File: config.mk
export PLATFORM = sky130hd
export DESIGN_NAME = ram_port_arbiter
export DESIGN_NICKNAME = d
export VERILOG_FILES = /design/src/rtl/ram_port_arbiter_pkg.sv /design/src/rtl/ram_port_arbiter_lane_split.sv /design/src/rtl/ram_port_arbiter.sv
export SDC_FILE = /design/constraint.sdc
export NUM_CORES = 1
export LEC_CHECK = 0
export BUFFER_PORTS_ARGS = -buffer_cell sky130_fd_sc_hd__clkbuf_2
export CORE_MARGIN = 5
export CORE_UTILIZATION = 55
export CTS_CLUSTER_SIZE = 24
export DETAILED_ROUTE_END_ITERATION = 6
export GPL_TIMING_DRIVEN = 0
export PLACE_DENSITY_LB_ADDON = 0.12
export SYNTH_ARGS = -nofsm -noshare
export SYNTH_HDL_FRONTEND = slang
export SYNTH_SLANG_ARGS = --single-unit
File: constraint.sdc
create_clock -name clk -period 9.6 [get_ports clk]
set_input_delay 1.92 -clock clk [delete_from_list [all_inputs] [get_ports clk]]
set_output_delay 1.92 -clock clk [all_outputs]
set_load 0.02 [all_outputs]
File: src/rtl/ram_port_arbiter_pkg.sv
// Shared encodings and lane helpers for the two-requester RAM port arbiter.
package ram_port_arbiter_pkg;

  localparam logic [1:0] SZ_B = 2'd0;
  localparam logic [1:0] SZ_H = 2'd1;
  localparam logic [1:0] SZ_W = 2'd2;

  localparam int WORD_BYTES = 4;

  typedef enum logic {
    ST_IDLE  = 1'b0,
    ST_SPLIT = 1'b1
  } state_t;

  // Lane mask of an access of the given size placed at lane 0.
  function automatic logic [WORD_BYTES-1:0] size_lanes(input logic [1:0] size);
    case (size)
      SZ_B:    return 4'b0001;
      SZ_H:    return 4'b0011;
      default: return 4'b1111;
    endcase
  endfunction

  // Bit mask keeping only the bytes covered by an access of the given size.
  function automatic logic [31:0] size_mask(input logic [1:0] size);
    case (size)
      SZ_B:    return 32'h0000_00FF;
      SZ_H:    return 32'h0000_FFFF;
      default: return 32'hFFFF_FFFF;
    endcase
  endfunction

endpackage

File: src/rtl/ram_port_arbiter_lane_split.sv
// Lane placement for one RAM access: positions the request across two
// consecutive words and returns the half belonging to the requested phase.
module ram_lane_split
  import ram_port_arbiter_pkg::*;
(
  input  logic [1:0]  k,
  input  logic [1:0]  size,
  input  logic [31:0] wdata,
  input  logic        phase,
  output logic [3:0]  lane_mask,
  output logic [31:0] wdata_sh,
  output logic        split
);

  logic [2*WORD_BYTES-1:0] mask2w;
  logic [63:0]             data2w;

  // Shift the request into a two-word window; the upper word is the spill-over.
  always_comb begin
    mask2w    = {4'b0000, size_lanes(size)} << k;
    data2w    = {32'h0, wdata} << {k, 3'b000};
    split     = |mask2w[7:4];
    lane_mask = phase ? mask2w[7:4] : mask2w[3:0];
    wdata_sh  = phase ? data2w[63:32] : data2w[31:0];
  end

endmodule

File: src/rtl/ram_port_arbiter.sv
// Round-robin arbiter sharing one aligned RAM port between two requesters;
// misaligned accesses crossing a word are split into two word accesses.
module ram_port_arbiter
  import ram_port_arbiter_pkg::*;
#(
  parameter int SCALE = 10
) (
  input  logic             clk,
  input  logic             rst,
  input  logic             req0,
  output logic             gnt0,
  input  logic             wr0,
  input  logic [1:0]       size0,
  input  logic [SCALE-1:0] addr0,
  input  logic [31:0]      wdata0,
  output logic             done0,
  output logic [31:0]      rdata0,
  input  logic             req1,
  output logic             gnt1,
  input  logic             wr1,
  input  logic [1:0]       size1,
  input  logic [SCALE-1:0] addr1,
  input  logic [31:0]      wdata1,
  output logic             done1,
  output logic [31:0]      rdata1,
  output logic             ram_oe,
  output logic [SCALE-1:0] ram_addr,
  output logic [3:0]       ram_we,
  output logic [31:0]      ram_wdata,
  input  logic [31:0]      ram_rdata
);

  state_t state, state_n;
  logic   rr_last;

  logic             sel, sel_wr, issue_p0;
  logic [1:0]       sel_size;
  logic [SCALE-1:0] sel_addr;
  logic [31:0]      sel_wdata;

  logic             wr_s, own_s;
  logic [1:0]       size_s, k_s;
  logic [31:0]      wdata_s;
  logic [SCALE-3:0] word_s, word_nxt;

  logic        ls_phase, ls_split;
  logic [1:0]  ls_k, ls_size;
  logic [31:0] ls_wdata, ls_wdata_sh;
  logic [3:0]  ls_mask;

  logic        vld_p1, own_p1, wr_p1, split_p1;
  logic [1:0]  size_p1, k_p1;
  logic [31:0] lo_p1, rd_raw, rd_val;
  logic [4:0]  rd_sh;

  // Pick the requester: a tie goes to the one that did not win last.
  always_comb begin
    sel       = (req0 && req1) ? ~rr_last : req1;
    sel_wr    = sel ? wr1 : wr0;
    sel_size  = sel ? size1 : size0;
    sel_addr  = sel ? addr1 : addr0;
    sel_wdata = sel ? wdata1 : wdata0;
  end

  assign issue_p0 = (state == ST_IDLE) && rst && (req0 || req1);
  assign word_nxt = word_s + (SCALE-2)'(1);

  assign ls_phase = (state == ST_SPLIT);
  assign ls_k     = ls_phase ? k_s : sel_addr[1:0];
  assign ls_size  = ls_phase ? size_s : sel_size;
  assign ls_wdata = ls_phase ? wdata_s : sel_wdata;

  ram_lane_split u_lane_split (
    .k         (ls_k),
    .size      (ls_size),
    .wdata     (ls_wdata),
    .phase     (ls_phase),
    .lane_mask (ls_mask),
    .wdata_sh  (ls_wdata_sh),
    .split     (ls_split)
  );

  // State register.
  always_ff @(posedge clk) begin
    if (!rst) state <= ST_IDLE;
    else      state <= state_n;
  end

  // Next state, grants and the RAM port drive for the current access.
  always_comb begin
    state_n   = state;
    gnt0      = 1'b0;
    gnt1      = 1'b0;
    ram_oe    = 1'b0;
    ram_addr  = '0;
    ram_we    = 4'b0000;
    ram_wdata = 32'h0;
    case (state)
      ST_IDLE: begin
        if (issue_p0) begin
          gnt0      = ~sel;
          gnt1      = sel;
          ram_oe    = 1'b1;
          ram_addr  = {sel_addr[SCALE-1:2], 2'b00};
          ram_we    = sel_wr ? ls_mask : 4'b0000;
          ram_wdata = ls_wdata_sh;
          if (ls_split) state_n = ST_SPLIT;
        end
      end
      ST_SPLIT: begin
        state_n = ST_IDLE;
        if (rst) begin
          ram_oe    = 1'b1;
          ram_addr  = {word_nxt, 2'b00};
          ram_we    = wr_s ? ls_mask : 4'b0000;
          ram_wdata = ls_wdata_sh;
        end
      end
      default: state_n = ST_IDLE;
    endcase
  end

  // Round-robin history moves only when both requesters competed.
  always_ff @(posedge clk) begin
    if (!rst)                         rr_last <= 1'b1;
    else if (issue_p0 && req0 && req1) rr_last <= sel;
  end

  // Hold the granted request for the second half of a split access.
  always_ff @(posedge clk) begin
    if (issue_p0 && ls_split) begin
      wr_s    <= sel_wr;
      size_s  <= sel_size;
      k_s     <= sel_addr[1:0];
      wdata_s <= sel_wdata;
      own_s   <= sel;
      word_s  <= sel_addr[SCALE-1:2];
    end
  end

  // ---- stage p0 -> p1: last RAM access issued, completion pending ----
  always_ff @(posedge clk) begin
    if (!rst) vld_p1 <= 1'b0;
    else      vld_p1 <= (issue_p0 && !ls_split) || (state == ST_SPLIT);
  end

  // Attributes of the pending completion, plus the low word of a split read.
  always_ff @(posedge clk) begin
    if (state == ST_SPLIT) begin
      own_p1   <= own_s;
      wr_p1    <= wr_s;
      size_p1  <= size_s;
      k_p1     <= k_s;
      split_p1 <= 1'b1;
      lo_p1    <= ram_rdata;
    end else begin
      own_p1   <= sel;
      wr_p1    <= sel_wr;
      size_p1  <= sel_size;
      k_p1     <= sel_addr[1:0];
      split_p1 <= 1'b0;
    end
  end

  // Right-align the returned bytes, merging both words for a split read.
  always_comb begin
    rd_sh  = {k_p1, 3'b000};
    rd_raw = split_p1 ? ((lo_p1 >> rd_sh) | (ram_rdata << (6'd32 - {1'b0, rd_sh})))
                      : (ram_rdata >> rd_sh);
    rd_val = rd_raw & size_mask(size_p1);
    done0  = rst && vld_p1 && !own_p1;
    done1  = rst && vld_p1 && own_p1;
    rdata0 = (done0 && !wr_p1) ? rd_val : 32'h0;
    rdata1 = (done1 && !wr_p1) ? rd_val : 32'h0;
  end

endmodule

==> flow_summary.ini <==
[run_status]
status = complete, but fails checks
violations = DRC

[sta]
max-slew-margin-rel_pct = 42.7
tightest_slew_ns = 0.859
finalMaxSlewViolations = 0
fin_setup_tns_ns = 0
finalWorstPathRequiredPeriod_ns = 5.97
holdWs_ns = 0.473
rsz0062_at_grt = false
fin_crit_sh_pct = 62.2
max_freq_mhz = 167
clock_skew_ns = 0.00864
finalSetupViolations = 0
finalHoldViolations = 0

[power]
powerDensity_nw_per_um2 = 161
power.switching_w = 0.000533
p_int_w = 0.000869
leakage_nw = 3.74
swShare_pct = 38.0
p_seq_share_pct = 34.3
pwr-share-clk_pct = 23.8
vdd_drop_max_v = 0.0000953
pwr-share-comb_pct = 41.9

[global_route]
globalRouteTotalUtil_pct = 31.0
antenna_found_initial = 0
grt_pass1_vias = 6932
grt_pass1_wl_mm = 36.2
grt_max_degree = 36
grt_overflow = 0

[place]
portBuffers = 237
dpl.hpwl_mm = 17.8
gp_congestion = 0.959

[clocking]
clock_latency_ns = 0.35
cts_tree = done
holdBufCountCts = 0
h-tree-depth = 3
cts_buffers = 9
cts_sinks = 88
cts-root-buf = clkbuf_16
clock_path_buffers = 2
clk_pin_slew_ns = 0.06
postCtsSetupRepairBufs = 0
ctsResizeCount = 0

[worst_setup_path]
cp.arrival_ns = 4.05
reg2reg_slack_ns = 6.52
r2r-end = wdata_s[11]
critical_path.endpoint_type = output pin
cpPeakStageDelay_ns = 0.48
criticalPathCategory = flop to output pin
crit_top_cell = clkbuf_1
startpoint = k_p1[1]
slowest_stage = clkbuf_1
crit_family = buffers and inverters
cp_data_required_time_ns = 7.68
worstRegToRegCells = 7
path_cells = clkbuf_1 > clkinv_1 > clkbuf_1 > ha_1 > clkbuf_1 > clkbuf_1 > mux4_2 > nor2b_1 > o21ai_0 > nor2_1 > clkbuf_2
cp-start-kind = flop
cp_max_fo = 10
cp.buffers_inverters = 6
r2r-start = ls_phase

[logic_synthesis]
synthArstFlopShare_pct = 0
synth_top_area_cell = edfxtp_1
syn_avg_cell_area_sq_um = 9.75
syn_area_sq_um = 7030
yosys_warnings = 0
synth_edf_count = 78
ys_types = 58
ys.flop_type = edfxtp_1
synthTopCellsByArea = edfxtp_1 33%, mux2_2 10%, mux2i_1 9.7%
synth_top_area_share_pct = 33.3
synth_cells = 721
seq_area_frac_synth_pct = 36.2
synth-seq-cells = 88
synth_common_cells = 84 x nor2_1, 78 x edfxtp_1, 72 x nand2_1
synth.most_common_cell = nor2_1

[layout]
final_nets = 1099
drive_gt1_share_pct = 40.2
num_antenna_cells = 0
syn2layout_area_growth_pct = 24.2
num-fill-cells = 1059

[detailed_routing]
ant_nets = 0
wl_per_cell_um = 21.0
drtPass1Iterations = 7
routed_wl_mm = 24.1
drcViolationCount = 3
vias = 6957
drt_iter0_markers = 714
via_per_inst = 6.06

[floorplanning]
dieWidth_um = 123
rows = 41
boundaryPins = 241
core_sq_um = 12600
design.die.area_sq_um = 15100
die_h_um = 123
initial_core_util_pct = 55.9

[min_path]
min_path_cells = 1
hold_end = own_p1
worstHoldStart = own_s
hp-class = flop to flop

[flow_run]
max_cap_viol_count = 0
[per-layer routing]
layer | routed length (um) | track usage, %
met5 | 0 | 0
met4 | 717 | 12.9
met3 | 2370 | 6.91
met2 | 11700 | 52.4
met1 | 9330 | 38.6
[worst register-to-register path, cell delays in order, from the launching register on]
cell and delay [ns]:
dfxtp_2 0.89, buf_2 0.35, buf_2 0.30, mux2i_1 0.15
inv_1 0.15, o21a_1 0.20, o21a_2 0.46, buf_12 0.27
[cells in the final DEF (no fill, tap or decap), types with 4 or more instances in the layout]
| cell | netlist | layout |
|---|---|---|
| xor2_1 | 4 | 4 |
| o22ai_1 | 25 | 25 |
| dfxtp_1 | 10 | 9 |
| o211ai_1 | 13 | 13 |
| clkbuf_1 | 26 | 27 |
| o21ai_2 | 7 | 7 |
| nor2b_1 | 18 | 18 |
| a22oi_1 | 9 | 9 |
| buf_4 | 9 | 9 |
| clkbuf_16 | 0 | 9 |
| buf_2 | 17 | 17 |
| o221ai_1 | 9 | 9 |
| o21ai_0 | 28 | 28 |
| a221oi_1 | 6 | 6 |
| mux2_2 | 65 | 65 |
| nand3_1 | 11 | 11 |
| mux2_4 | 12 | 12 |
| a211oi_1 | 13 | 13 |
| a21oi_1 | 25 | 25 |
| and3_1 | 5 | 5 |
| edfxtp_1 | 78 | 78 |
| mux4_2 | 15 | 15 |
| o21ai_1 | 4 | 4 |
| nand2b_1 | 6 | 6 |
| nand2_1 | 72 | 72 |
| and2_1 | 6 | 6 |
| inv_1 | 22 | 22 |
| clkbuf_2 | 0 | 237 |
| nor3_1 | 6 | 6 |
| buf_1 | 5 | 5 |
| nor2_1 | 84 | 84 |
| mux2i_1 | 68 | 68 |
[flip-flops by register name, indices dropped and copies added, names as in the netlist]
name and flops:
rr_last 1, size_s 2, k_s 2, own_s 1, split_p1 1, word_s 8, lo_p1 32, vld_p1 1
wdata_s 32, size_p1 2, wr_p1 1, own_p1 1, ls_phase 1, wr_s 1, k_p1 2
[through the flow]
stage | std cells | util [%] | cell area [sq um] | power [W] | setup slack (ns)
3_3_place_gp | 1131 | 67.1 | 8440 | 0.00105 | 3.68
3_5_place_dp | 1132 | 67.3 | 8460 | 0.00106 | 3.67
2_1_floorplan | 722 | - | 7040 | 0.000884 | 4.22
5_1_grt | 1148 | 69.5 | 8730 | 0.00146 | 3.38
6_report | 1148 | 69.5 | 8730 | 0.00140 | 3.63
4_1_cts | 1148 | 69.5 | 8730 | 0.00139 | 3.67
[logic make-up (layout without fill, tap and decap cells)]
logic type,count (synthesis),in the layout,synth area share (%)
and+or+nand+nor,213,213,13.2
AOI/OAI and AO/OA,163,163,15.8
muxes,161,161,27.7
DFF,88,88,36.2
buffers and inverters,87,341,6.03
xor gates and xnor gates,6,6,0.747
adders and majority gates,2,2,0.356
other,1,2,0.0533
[power by group through the flow]
stage	logic (W)	registers (W)	clock network (W)
2_1_floorplan	0.000402	0.000482	0
3_3_place_gp	0.000565	0.000489	0
3_5_place_dp	0.000573	0.000488	0
4_1_cts	0.000575	0.000481	0.000337
5_1_grt	0.000626	0.000485	0.000351
6_report	0.000587	0.000481	0.000334
[how the worst max path moves through the flow]
| stage | cells after the start | slack, ns | to |
|---|---|---|---|
| after floorplan | 7 | 4.22 | ram_wdata[16] |
| after global placement | 8 | 3.68 | ram_wdata[16] |
| after detailed placement | 8 | 3.67 | ram_wdata[16] |
| after CTS | 8 | 3.67 | ram_wdata[16] |
| after global routing | 11 | 3.38 | rdata1[30] |
| final | 11 | 3.63 | rdata0[30] |
[cell type report]
type	instances	area [sq um]	area share, %
Multi-Input combinational cell	547	4070	46.6
Sequential cell	88	2540	29.1
Timing Repair Buffer	238	1210	13.8
Buffer	61	327	3.74
Clock buffer	10	229	2.62
Tap cell	172	215	2.46
Inverter	26	97.6	1.12
Clock inverter	6	46.3	0.530
No activity file was read; power rests on OpenSTA's default activity.
